### config.mk
export PLATFORM = sky130hd
export DESIGN_NAME = mul_div_control
export DESIGN_NICKNAME = d
export VERILOG_FILES = /design/src/rtl/mul_div_control.sv
export SDC_FILE = /design/constraint.sdc
export NUM_CORES = 1
export LEC_CHECK = 0
export ABC_AREA = 1
export ABC_CLOCK_PERIOD_IN_PS = 2140
export CAP_MARGIN = 20
export CORE_ASPECT_RATIO = 1.75
export CORE_MARGIN = 3
export CORE_UTILIZATION = 43
export CTS_CLUSTER_SIZE = 28
export DETAILED_ROUTE_END_ITERATION = 8
export DONT_BUFFER_PORTS = 1
export SLEW_MARGIN = 5
export SYNTH_ARGS = -nofsm -noshare
export SYNTH_HDL_FRONTEND = slang
export SYNTH_SLANG_ARGS = --single-unit
### constraint.sdc
create_clock -name clock -period 2.14 [get_ports clock]
set_input_delay 0.428 -clock clock [delete_from_list [all_inputs] [get_ports clock]]
set_output_delay 0.428 -clock clock [all_outputs]
set_load 0.05 [all_outputs]
### src/rtl/mul_div_control.sv
// Fetch/execute control for ALU and mul/div instructions.
// Strobes are decoded from the state register and the live IR fields.
module mul_div_control (
   input  logic        clock,
   input  logic        clear,
   input  logic        start,
   input  logic [31:0] ir,
   input  logic        mem_ready,
   output logic [15:0] Rin,
   output logic [15:0] Rout,
   output logic        PCin,
   output logic        PCout,
   output logic        MARin,
   output logic        MDRin,
   output logic        MDRout,
   output logic        IRin,
   output logic        Yin,
   output logic        Zlowin,
   output logic        Zhighin,
   output logic        Zlowout,
   output logic        Zhighout,
   output logic        HIin,
   output logic        LOin,
   output logic        IncPC,
   output logic        Read,
   output logic [3:0]  ALUop,
   output logic        busy,
   output logic        done,
   output logic        illegal
);

   typedef enum logic [3:0] {
      S_IDLE, S_T0, S_T1, S_T2, S_T3, S_T4, S_T5, S_T6, S_ILL
   } state_t;

   state_t state_q, state_d;
   logic   first_q, first_d;

   logic [4:0]  opcode;
   logic [3:0]  ra, rb, rc;
   logic        hilo, legal;
   logic [15:0] ra_oh, rb_oh, rc_oh;
   logic        unused_ir;

   assign opcode    = ir[31:27];
   assign ra        = ir[26:23];
   assign rb        = ir[22:19];
   assign rc        = ir[18:15];
   assign unused_ir = ^ir[14:0];
   assign hilo      = (opcode == 5'd11) || (opcode == 5'd12);
   assign legal     = (opcode <= 5'd12);
   assign ra_oh     = 16'(1) << ra;
   assign rb_oh     = 16'(1) << rb;
   assign rc_oh     = 16'(1) << rc;

   always_comb begin
      state_d = state_q;
      unique case (state_q)
         S_IDLE:  if (start) state_d = S_T0;
         S_T0:    state_d = S_T1;
         S_T1:    if (mem_ready) state_d = S_T2;
         S_T2:    state_d = legal ? S_T3 : S_ILL;
         S_T3:    state_d = S_T4;
         S_T4:    state_d = S_T5;
         S_T5:    state_d = hilo ? S_T6 : S_IDLE;
         S_T6:    state_d = S_IDLE;
         S_ILL:   state_d = S_IDLE;
         default: state_d = S_IDLE;
      endcase
      // re-armed on every entry to T1
      first_d = (state_q == S_T0);
   end

   always_ff @(posedge clock or negedge clear) begin
      if (!clear) begin
         state_q <= S_IDLE;
         first_q <= 1'b0;
      end else begin
         state_q <= state_d;
         first_q <= first_d;
      end
   end

   always_comb begin
      Rin      = '0;
      Rout     = '0;
      PCin     = 1'b0;
      PCout    = 1'b0;
      MARin    = 1'b0;
      MDRin    = 1'b0;
      MDRout   = 1'b0;
      IRin     = 1'b0;
      Yin      = 1'b0;
      Zlowin   = 1'b0;
      Zhighin  = 1'b0;
      Zlowout  = 1'b0;
      Zhighout = 1'b0;
      HIin     = 1'b0;
      LOin     = 1'b0;
      IncPC    = 1'b0;
      Read     = 1'b0;
      ALUop    = '0;
      done     = 1'b0;
      illegal  = 1'b0;
      busy     = (state_q != S_IDLE);
      unique case (state_q)
         S_T0: begin
            PCout  = 1'b1;
            MARin  = 1'b1;
            IncPC  = 1'b1;
            Zlowin = 1'b1;
         end
         S_T1: begin
            Read    = 1'b1;
            MDRin   = 1'b1;
            Zlowout = first_q;
            PCin    = first_q;
         end
         S_T2: begin
            MDRout = 1'b1;
            IRin   = 1'b1;
         end
         S_T3: begin
            Rout = hilo ? ra_oh : rb_oh;
            Yin  = 1'b1;
         end
         S_T4: begin
            Rout    = hilo ? rb_oh : rc_oh;
            ALUop   = opcode[3:0];
            Zlowin  = 1'b1;
            Zhighin = hilo;
         end
         S_T5: begin
            Zlowout = 1'b1;
            LOin    = hilo;
            Rin     = hilo ? 16'd0 : ra_oh;
            done    = !hilo;
         end
         S_T6: begin
            Zhighout = 1'b1;
            HIin     = 1'b1;
            done     = 1'b1;
         end
         S_ILL: begin
            illegal = 1'b1;
            done    = 1'b1;
         end
         default: ;
      endcase
   end

endmodule
Word-level counts from Yosys, hierarchy flattened
Cells that the tools add are included.
W data, S select, Z words.
{"block": "totals", "reg_bits": 5, "out_inout_bits": 54}
{"block": "classes", "n_reduce_logical": 7, "n_lt_le_gt_ge": 1, "n_shift": 3, "eq_ne": 12, "mux": 23}
{"cell": "$mux W16", "count": 4}
{"cell": "$shl A1 B4 Y16 const A", "count": 3}
{"cell": "$pmux W16 S2", "count": 1}
{"cell": "$pmux W4 S7", "count": 1}
{"cell": "$eq A4 B3 Y1 const B", "count": 4}
{"cell": "$mux W4", "count": 4}
{"cell": "$eq A5 B4 Y1 const B", "count": 2}
{"cell": "$mux W1", "count": 10}
{"cell": "$eq A4 B2 Y1 const B", "count": 2}
{"cell": "$le A5 B4 Y1 const B", "count": 1}
{"cell": "$eq A4 B1 Y1 const B", "count": 1}
{"cell": "$eq A4 B4 Y1 const B", "count": 1}
{"cell": "$logic_not A4 Y1", "count": 1}
{"cell": "$ne A2 B2 Y1 const B", "count": 2}
{"cell": "$pmux W1 S2", "count": 2}
{"cell": "$reduce_bool A4 Y1", "count": 1}
{"cell": "$reduce_or A2 Y1", "count": 2}
{"cell": "$mux W3", "count": 1}
{"cell": "$reduce_and A2 Y1", "count": 1}
{"cell": "$logic_not A1 Y1", "count": 1}
{"cell": "$logic_or A1 B1 Y1", "count": 1}

Logic depth before layout (Yosys ltp)
{"block": "logic_depth", "ltp_word": 4, "ltp_mapped": 8, "ltp_nobuf": 7}

Worst setup path after synthesis
OpenSTA, ideal clock, no wires.
{"block": "synth_path", "path_kind": "reg-to-output", "startpoint": "register state_q[2]", "endpoint": "output port Zlowout", "path_stages_with_launch": 5, "arrival_ns": 1.801, "slack_ns": -0.089, "required_ns": 1.712, "path_cell_list": "dfrtp_1 > nor2_1 > nand3_1 > nor2_1 > or2_2"}
{"block": "synth_between", "elab_chain_cells": 2, "word_cells_on_any_way": 3, "cone_classes": "eq/ne (2); mux (1)"}
{"element": "from (decl)", "line": "36", "rtl": "state_t state_q, state_d;"}
{"element": "from (signal assigned)", "line": "79", "rtl": "state_q <= state_d;"}
{"element": "$eq A4 B3 Y1 or $eq A4 B2 Y1 (tied branches)", "line": "106", "rtl": "unique case (state_q)"}
{"element": "$pmux W1 S2 (*)", "line": "106"}
{"element": "to (decl)", "line": "20", "rtl": "output logic Zlowout,"}
Every way passes the cells marked *; elsewhere a longest branch is shown, timed or not.

Worst setup path in the final report
{"block": "layout_path", "startpoint": "register state_q[3]", "endpoint": "output port Rin[10]"}
{"block": "layout_between", "elab_chain_cells": 2}
{"element": "$eq A4 B3 Y1", "line": "106"}
{"element": "$mux W16", "line": "106"}
{"element": "to (decl)", "line": "9", "rtl": "output logic [15:0] Rin,"}
No other way between the ends.

==> flow_metrics.py <==
metrics = {
    "power_and_ir_drop": {
        "power_density_nw_per_um2": 796,
        "power.leakage_nw": 1.15,
        "peakVddDrop_mv": 1.23,
        "p_total_mw": 1.74,
    },
    "run": {
        "maxCapViolCount": 0,
    },
    "detailed_routing": {
        "dr_total_vias": 2062,
        "postRouteAntennaNets": 0,
        "drt_first_iter_violations": 94,
        "wire_per_inst_um": 13.8,
        "viasPerCell": 5.51,
        "totalWireLength_um": 5180,
        "route.detailed.drc": 0,
        "first_pass_iters": 4,
    },
    "timing": {
        "worstMarginPinSlew_ns": 0.493,
        "setup_tns_ns": 0,
        "finalMaxSlewViolations": 0,
        "fin_crit_sh": 0.968,
        "hold-worst-slack_ns": 0.435,
        "period_minus_slack_ns": 2.07,
        "setup_violations": 0,
        "slew_headroom": 0.671,
        "finalHoldViolations": 0,
        "fin_skew_ns": 0.000497,
        "max_freq_ghz": 0.483,
    },
    "critical_path": {
        "critical-path-top-delay-family": "simple AND/OR/NAND/NOR gates",
        "setup.worst_path.start_class": "flop",
        "cp.required_ns": 1.71,
        "critical-path-max-stage-delay_ns": 0.39,
        "arrival_ns": 1.64,
        "crit_buf_inv": 3,
        "end_kind": "output port",
        "crit_chain": "inv_2, nand2_4, nor3_4, buf_4, nand2_2, nor2_1, buf_4",
        "rrSetupSlack_ns": 0.58,
        "critPathKind": "reg2out",
        "crit_slowest_cell": "dfrtp_1",
        "cp_max_fo": 5,
        "cpMostUsedCell": "buf_4",
    },
    "clocking": {
        "cts_max_path_buffers": 2,
        "clk_latency_ns": 0.23,
        "htreeDepth": 1,
        "root_buffer": "clkbuf_8",
        "clk_pin_slew_ns": 0.03,
        "numCtsBuffers": 3,
        "cts_tree": "done",
        "clock-sinks": 5,
    },
    "finish": {
        "diodes": 0,
        "fin_area_um2": 2180,
        "syn2layout_area_growth_pct": 42.5,
        "fin_nets": 366,
        "instances_no_fill": 374,
        "drive_gt1_frac": 0.249,
    },
    "yosys": {
        "seq_area_frac_synth": 0.0817,
        "synth_area_um2": 1530,
        "synth_nets": 326,
        "synth_cells": 290,
        "avgSynthCellArea_um2": 5.28,
        "ys_types": 23,
        "synth_warnings": 0,
        "synth_seq_cells": 5,
    },
    "run_status": {
        "status": "complete, no violations",
    },
    "global_route": {
        "grt-ovfl-total": 0,
        "grt_pass1_vias": 1898,
        "grt_pass1_wl_um": 8190,
        "antenna_found_initial": 0,
        "grtUsageTotal": 0.234,
        "grt_max_degree": 35,
    },
    "place": {
        "dp_cells": 357,
        "port-buffer-count": 0,
        "gp_congestion": 0.897,
        "dp_hpwl_um": 3750,
        "placed_cell_area_um2": 2010,
    },
    "floorplanning": {
        "die_h_um": 84.9,
        "die_w_um": 51.1,
        "initial_core_util": 0.451,
        "ios": 90,
        "core_area_um2": 3400,
        "die_area_um2": 4340,
        "num_rows": 28,
    },
    "worst_hold_path": {
        "hold_path_class": "in2reg",
    },
}
## where the power goes
group / internal [mW] / total, mW / switching, mW
logic: 0.381 / 1.37 / 0.986
registers: 0.136 / 0.192 / 0.0554
clock network: 0.128 / 0.179 / 0.0506
total: 0.645 / 1.74 / 1.09
## repair_timing
action,in CTS,in global routing
gates cloned,0,2
hold buffers,1,0
endpoints found under the hold margin,5,0
gates resized for setup,1,5
setup buffers,3,7
setup endpoints to repair,20,29
pin swaps,1,4
## per-layer routing
layer,wire length [µm],GRT usage,vias up
met5,0,0,-
met4,125,0.0711,0
met3,459,0.0387,17
met2,2850,0.445,99
met1,1750,0.253,892
li1,-,-,1054
## area by class of cell
type,instances,area [µm²]
fill,326,1220
multi-input combinational,231,1150
timing repair buffer,60,694
sequential,5,125
inverter,29,109
tap,45,56.3
clock buffer,4,45.0
## cell usage after synthesis
master / number / share of area
a21oi_1: 2 / 0.0065
buf_2: 15 / 0.049
buf_4: 8 / 0.039
buf_6: 3 / 0.022
clkbuf_8: 1 / 0.0090
dfrtp_1: 5 / 0.082
inv_1: 28 / 0.069
inv_2: 1 / 0.0024
nand2_1: 65 / 0.16
nand2_2: 1 / 0.0041
nand2_4: 3 / 0.022
nand3_1: 79 / 0.26
nand3_2: 1 / 0.0065
nand4_1: 30 / 0.12
nor2_1: 40 / 0.098
nor2_4: 1 / 0.0074
nor2_8: 1 / 0.013
nor3_1: 1 / 0.0033
nor3_4: 1 / 0.011
o211ai_1: 1 / 0.0049
o21ai_0: 1 / 0.0033
o22ai_1: 1 / 0.0041
or2_2: 1 / 0.0041
## layout by cell type (no fill, tap or decap), drive strengths merged
| cell | n |
|---|---|
| inv | 29 |
| a21oi | 2 |
| nor2 | 42 |
| nand3 | 80 |
| nor3 | 2 |
| o22ai | 1 |
| dlygate4sd3 | 1 |
| dfrtp | 5 |
| o211ai | 1 |
| clkbuf | 4 |
| nand2 | 71 |
| nand4 | 30 |
| buf | 59 |
| or2 | 1 |
| o21ai | 1 |
## kinds of logic after synthesis
| logic type | synth area share |
|---|---|
| AO/OA/AOI/OAI | 0.0188 |
| buffers and inverters | 0.190 |
| flip-flops | 0.0817 |
| AND/OR/NAND/NOR | 0.709 |
## metrics by stage
stage | setup WS, ns | utilization
6_report | 0.0692 | 0.642
5_1_grt | -0.0223 | 0.642
4_1_cts | 0.0500 | 0.616
3_5_place_dp | 0.101 | 0.592
3_3_place_gp | 0.158 | 0.592
2_1_floorplan | 0.0537 | -
## flip-flops by register name, summed over array words and instances (netlist names)
register and count:
state_q 4, first_q 1
## final timing paths
| check | startpoint | end | cells past startpoint |
|---|---|---|---|
| worst max-delay path | state_q[3] | Rin[10] | 7 |
| worst min-delay path | mem_ready | state_q[0] | 2 |
| worst max register to register | state_q[2] | state_q[0] | 4 |
| worst min register to register | state_q[1] | state_q[2] | 1 |
| max in group asynchronous | clear | state_q[3] | 1 |
| min in group asynchronous | clear | state_q[1] | 1 |
No activity file was read; power rests on OpenSTA's default activity.
